`src/rtl/id_ex_pipe_reg.sv`:
```
// ID/EX pipeline register with bubble/kill/hold control and saturating
// performance counters for inserted bubbles and flushed instructions.
module id_ex_pipe_reg #(
  parameter int unsigned DATA_W = 32,
  parameter int unsigned REG_W  = 4,
  parameter int unsigned OP_W   = 3,
  parameter int unsigned CNT_W  = 16
) (
  input  logic              clk,
  input  logic              rst_n,
  input  logic              stall_flush,
  input  logic              flush,
  input  logic              hold,
  input  logic              cnt_clr,
  input  logic              id_valid,
  input  logic [OP_W-1:0]   id_op,
  input  logic [REG_W-1:0]  id_rs,
  input  logic [REG_W-1:0]  id_rt,
  input  logic [REG_W-1:0]  id_rd,
  input  logic [DATA_W-1:0] id_rs_data,
  input  logic [DATA_W-1:0] id_rt_data,
  input  logic [DATA_W-1:0] id_imm,
  input  logic              id_mem_read,
  input  logic              id_mem_write,
  input  logic              id_reg_write,
  input  logic [2:0]        id_alu_ctl,
  output logic              ex_valid,
  output logic [OP_W-1:0]   ex_op,
  output logic [REG_W-1:0]  ex_rs,
  output logic [REG_W-1:0]  ex_rt,
  output logic [REG_W-1:0]  ex_rd,
  output logic [DATA_W-1:0] ex_rs_data,
  output logic [DATA_W-1:0] ex_rt_data,
  output logic [DATA_W-1:0] ex_imm,
  output logic              ex_mem_read,
  output logic              ex_mem_write,
  output logic              ex_reg_write,
  output logic [2:0]        ex_alu_ctl,
  output logic [CNT_W-1:0]  bubble_cnt,
  output logic [CNT_W-1:0]  flush_cnt
);

  typedef struct packed {
    logic              valid;
    logic [OP_W-1:0]   op;
    logic [REG_W-1:0]  rs;
    logic [REG_W-1:0]  rt;
    logic [REG_W-1:0]  rd;
    logic [DATA_W-1:0] rs_data;
    logic [DATA_W-1:0] rt_data;
    logic [DATA_W-1:0] imm;
    logic              mem_read;
    logic              mem_write;
    logic              reg_write;
    logic [2:0]        alu_ctl;
  } ex_fields_t;

  localparam logic [CNT_W-1:0] CntMax = {CNT_W{1'b1}};
  localparam logic [CNT_W-1:0] CntOne = {{(CNT_W-1){1'b0}}, 1'b1};

  ex_fields_t ex_d, ex_q, id_fields;
  logic [CNT_W-1:0] bubble_cnt_d, bubble_cnt_q;
  logic [CNT_W-1:0] flush_cnt_d, flush_cnt_q;
  logic             do_bubble;

  // Control bits are qualified by id_valid so an empty slot never writes or loads.
  always_comb begin
    id_fields           = '0;
    id_fields.valid     = id_valid;
    id_fields.op        = id_op;
    id_fields.rs        = id_rs;
    id_fields.rt        = id_rt;
    id_fields.rd        = id_rd;
    id_fields.rs_data   = id_rs_data;
    id_fields.rt_data   = id_rt_data;
    id_fields.imm       = id_imm;
    id_fields.mem_read  = id_mem_read & id_valid;
    id_fields.mem_write = id_mem_write & id_valid;
    id_fields.reg_write = id_reg_write & id_valid;
    id_fields.alu_ctl   = id_alu_ctl;
  end

  assign do_bubble = !flush && !hold && stall_flush;

  always_comb begin
    ex_d = ex_q;
    if (flush) begin
      ex_d = '0;
    end else if (hold) begin
      ex_d = ex_q;
    end else if (stall_flush) begin
      ex_d = '0;
    end else begin
      ex_d = id_fields;
    end
  end

  always_comb begin
    bubble_cnt_d = bubble_cnt_q;
    flush_cnt_d  = flush_cnt_q;
    if (cnt_clr) begin
      bubble_cnt_d = '0;
      flush_cnt_d  = '0;
    end else begin
      if (do_bubble && (bubble_cnt_q != CntMax)) bubble_cnt_d = bubble_cnt_q + CntOne;
      if (flush && id_valid && (flush_cnt_q != CntMax)) flush_cnt_d = flush_cnt_q + CntOne;
    end
  end

  always_ff @(posedge clk or negedge rst_n) begin
    if (!rst_n) begin
      ex_q         <= '0;
      bubble_cnt_q <= '0;
      flush_cnt_q  <= '0;
    end else begin
      ex_q         <= ex_d;
      bubble_cnt_q <= bubble_cnt_d;
      flush_cnt_q  <= flush_cnt_d;
    end
  end

  assign ex_valid     = ex_q.valid;
  assign ex_op        = ex_q.op;
  assign ex_rs        = ex_q.rs;
  assign ex_rt        = ex_q.rt;
  assign ex_rd        = ex_q.rd;
  assign ex_rs_data   = ex_q.rs_data;
  assign ex_rt_data   = ex_q.rt_data;
  assign ex_imm       = ex_q.imm;
  assign ex_mem_read  = ex_q.mem_read;
  assign ex_mem_write = ex_q.mem_write;
  assign ex_reg_write = ex_q.reg_write;
  assign ex_alu_ctl   = ex_q.alu_ctl;
  assign bubble_cnt   = bubble_cnt_q;
  assign flush_cnt    = flush_cnt_q;

endmodule

```
`config.mk`:
```
export PLATFORM = sky130hd
export DESIGN_NAME = id_ex_pipe_reg
export DESIGN_NICKNAME = d
export VERILOG_FILES = /design/src/rtl/id_ex_pipe_reg.sv
export SDC_FILE = /design/constraint.sdc
export NUM_CORES = 1
export LEC_CHECK = 0
export ABC_CLOCK_PERIOD_IN_PS = 3000
export CAP_MARGIN = 20
export CORE_MARGIN = 2
export CORE_UTILIZATION = 45
export CTS_CLUSTER_SIZE = 8
export DETAILED_ROUTE_END_ITERATION = 6
export PLACE_DENSITY = 0.94
export SLEW_MARGIN = 20
export SYNTH_ARGS = -nofsm -noshare
export SYNTH_HDL_FRONTEND = slang
export SYNTH_SLANG_ARGS = --single-unit
```
`constraint.sdc`:
```
create_clock -name clk -period 3 [get_ports clk]
set_clock_uncertainty 0.05 [all_clocks]
set_input_delay 0.6 -clock clk [delete_from_list [all_inputs] [get_ports clk]]
set_output_delay 0.6 -clock clk [all_outputs]
set_load 0.005 [all_outputs]
```
==> impl_metrics.toml <==
[global_route]
use_met1_pct = 31.8
grt_max_degree = 119
antenna_found_initial = 0
grt_use_met3_pct = 7.13
grt_pass1_wl_um = 28700
overflow = 0
grt_usage_pct = 25.6
grt_pass1_vias = 5358
grtUsageMet2_pct = 42.8
top_usage_layer = "met2"

[timing]
whs_ps = 111
finalCriticalPeriod_ps = 2260
grt_setup_unrepaired = "false"
hold_viol_final = 0
relSlewSlack_pct = 56.5
slew_violations = 0
worst_pin_slew_ps = 647
fmax_ghz = 0.443
finalCritPeriodShare_pct = 75.2
setup_viol = 0
setup_ws_ps = 744
setup_tns_ps = 0

[logic_synthesis]
synth-edff-count = 0
yosys_warnings = 0
async_reset_ff_share_pct = 100
ys_ff_latch = 150
syn_avg_cell_area_um2 = 13.0
synth_top_area_share_pct = 62.3
yosysTopAreaCell = "dfrtp_1"
synth.cell_area_mm2 = 0.00602
ys_seq_area_share_pct = 62.3
synth_nets = 589
synth_ff_type = "dfrtp_1"
yosys-top-cells-area = "dfrtp_1 (62%), a22o_1 (17%), a21oi_1 (1.5%), clkbuf_1 (1.4%), or4_1 (1.1%)"
postSynthCellCount = 463
synth_cell_types = 47

[clock_network]
cts_buffers = 17
post-cts-setup-buffer-count = 0
cts.sink_count = 150
clk_path_buf_depth = 2
clk_pin_slew_worst_paths_ps = 60
root_buffer = "clkbuf_16"
hold_buffers = 0
tritoncts = "yes"
cts-resized-gates = 0
clock_latency_ps = 420
cts.htree.levels = 4

[die]
die_x_um = 120
initial_core_util_pct = 45.8
die_area_mm2 = 0.0143
core_area_mm2 = 0.0131
rows = 42
die-height_um = 120
io_pins = 274

[placement]
portBuffers = 273
hpwl_um = 12800
place_area_mm2 = 0.00897
gp_congestion = 0.932
pre_cts_slack_ps = 351

[drt]
routed_wl_um = 18200
drt_first_pass_iters = 6
ant_nets = 0
drt-initial-drc-count = 353
viasPerCell = 5.76
dr_total_vias = 5315
drt-wirelength-per-cell_um = 19.7
drc = 0

[cells_and_area]
seqCellArea_mm2 = 0.00375
design_area_mm2 = 0.00954
fill_cells = 847
multi_input_area_mm2 = 0.00210
finalNetCount = 859
fin_util_pct = 72.6
syn_to_final_growth_pct = 58.4
layout_commonest_cell = "clkdlybuf4s50_1"
n_antenna_cell = 0
layout_common_cells = "clkdlybuf4s50_1 (272), dfrtp_1 (150), a22o_1 (115)"
drive_gt1_share_pct = 8.31

[job]
cap_viol_max_count = 0

[critical_path]
crit_family = "simple AND/OR/NAND/NOR gates"
path_class = "primary input to flop"
cp-end-kind = "flop"
crit_required_ps = 3290
crit-reg2reg-launch = "flush_cnt[0]$_DFFE_PN0P_"
crit_chain = "clkdlybuf4s50_1, buf_4, nor3b_4, nand4_4, or4_1, a21oi_1"
slowest_stage = "clkdlybuf4s50_1"
crit_buf_inv = 2
startpoint = "flush"
critPathMaxStageDelay_ps = 550
critPathMaxFanout = 10
startpoint_type = "primary input"
cp.arrival_ps = 2550

[power]
p_per_area_mw_per_mm2 = 491
p_leak_nw = 4.09
ir_drop_mv = 0.299

[run_status]
status = "finished, final reports clean"

[worst_hold_path]
worstHoldPathType = "primary input to asynchronous set/reset pin"
worst reg2reg max path, cell delays in order (launching register included):
cell and delay [ps]:
dfrtp_1 470, ha_1 260, nand4_1 200, nor4_1 540, nor2_1 160, mux2_2 300
power by group:
part	leakage (nW)	internal (mW)	total, mW	switching, mW
registers	2.06	2.09	2.13	0.0425
clock network	0.280	1.24	2.07	0.826
logic	1.76	0.306	0.491	0.185
cell usage after synthesis (all sizes together) (2+ instances only):
library cell / count
dfrtp: 150
a22o: 115
clkbuf: 22
a21oi: 18
nand2: 14
nand3: 14
nor2: 13
buf: 11
nand4: 10
nor3: 10
o21ai: 9
or4: 9
o31ai: 8
inv: 7
nor2b: 7
mux2: 5
nor4: 4
or3: 4
a211oi: 3
a32o: 3
and3: 3
and4: 3
ha: 2
mux2i: 2
nor4bb: 2
o41ai: 2
sequential cells by signal, indices dropped and copies added (netlist names):
| signal | cells |
|---|---|
| flush_cnt | 16 |
| ex_reg_write | 1 |
| ex_valid | 1 |
| ex_rs | 4 |
| ex_mem_write | 1 |
| ex_rd | 4 |
| ex_rs_data | 32 |
| ex_rt_data | 32 |
| ex_rt | 4 |
| ex_imm | 32 |
| bubble_cnt | 16 |
| ex_op | 3 |
| ex_mem_read | 1 |
| ex_alu_ctl | 3 |
layer usage:
layer  vias to the layer above  share of wire (%)
met5                         -                  0
met4                         0                2.9
met3                        49                7.8
met2                       310                 50
met1                      2616                 39
li1                       2340                  -
cell type report:
type	instances	area share, %
repair buffers	284	30.0
clock inverters	12	1.36
clock buffers	20	4.68
multi-input cells	273	22.0
flip-flops and latches	150	39.3
well taps	176	2.31
inverters	7	0.275
kinds of logic after synthesis:
kind of cell | Yosys count | synth area share, %
adders and majority gates | 2 | 0.415
DFF | 150 | 62.3
AOI/OAI and AO/OA | 164 | 21.9
muxes | 7 | 1.27
and+or+nand+nor | 100 | 11.1
buffers and inverters | 40 | 3.03
metrics by stage:
stage | cells | power (mW)
final | 922 | 4.69
after global routing | 922 | 4.87
after CTS | 922 | 4.73
after detailed placement | 890 | 2.65
after global placement | 890 | 2.63
after floorplan | 463 | 2.28
path summary, 6_finish.rpt:
path	to	slack, ps	cells past startpoint
worst max-delay path	bubble_cnt[15]$_DFFE_PN0P_	740	6
worst min-delay path	bubble_cnt[5]$_DFFE_PN0P_	110	1
worst max register to register	flush_cnt[0]$_DFFE_PN0P_	920	5
worst min register to register	ex_rt_data[26]$_DFFE_PN0P_	450	1
max in group asynchronous	ex_imm[26]$_DFFE_PN0P_	2020	2
min in group clk	ex_rt_data[26]$_DFFE_PN0P_	450	1
Power figures use the tool's default switching activity.
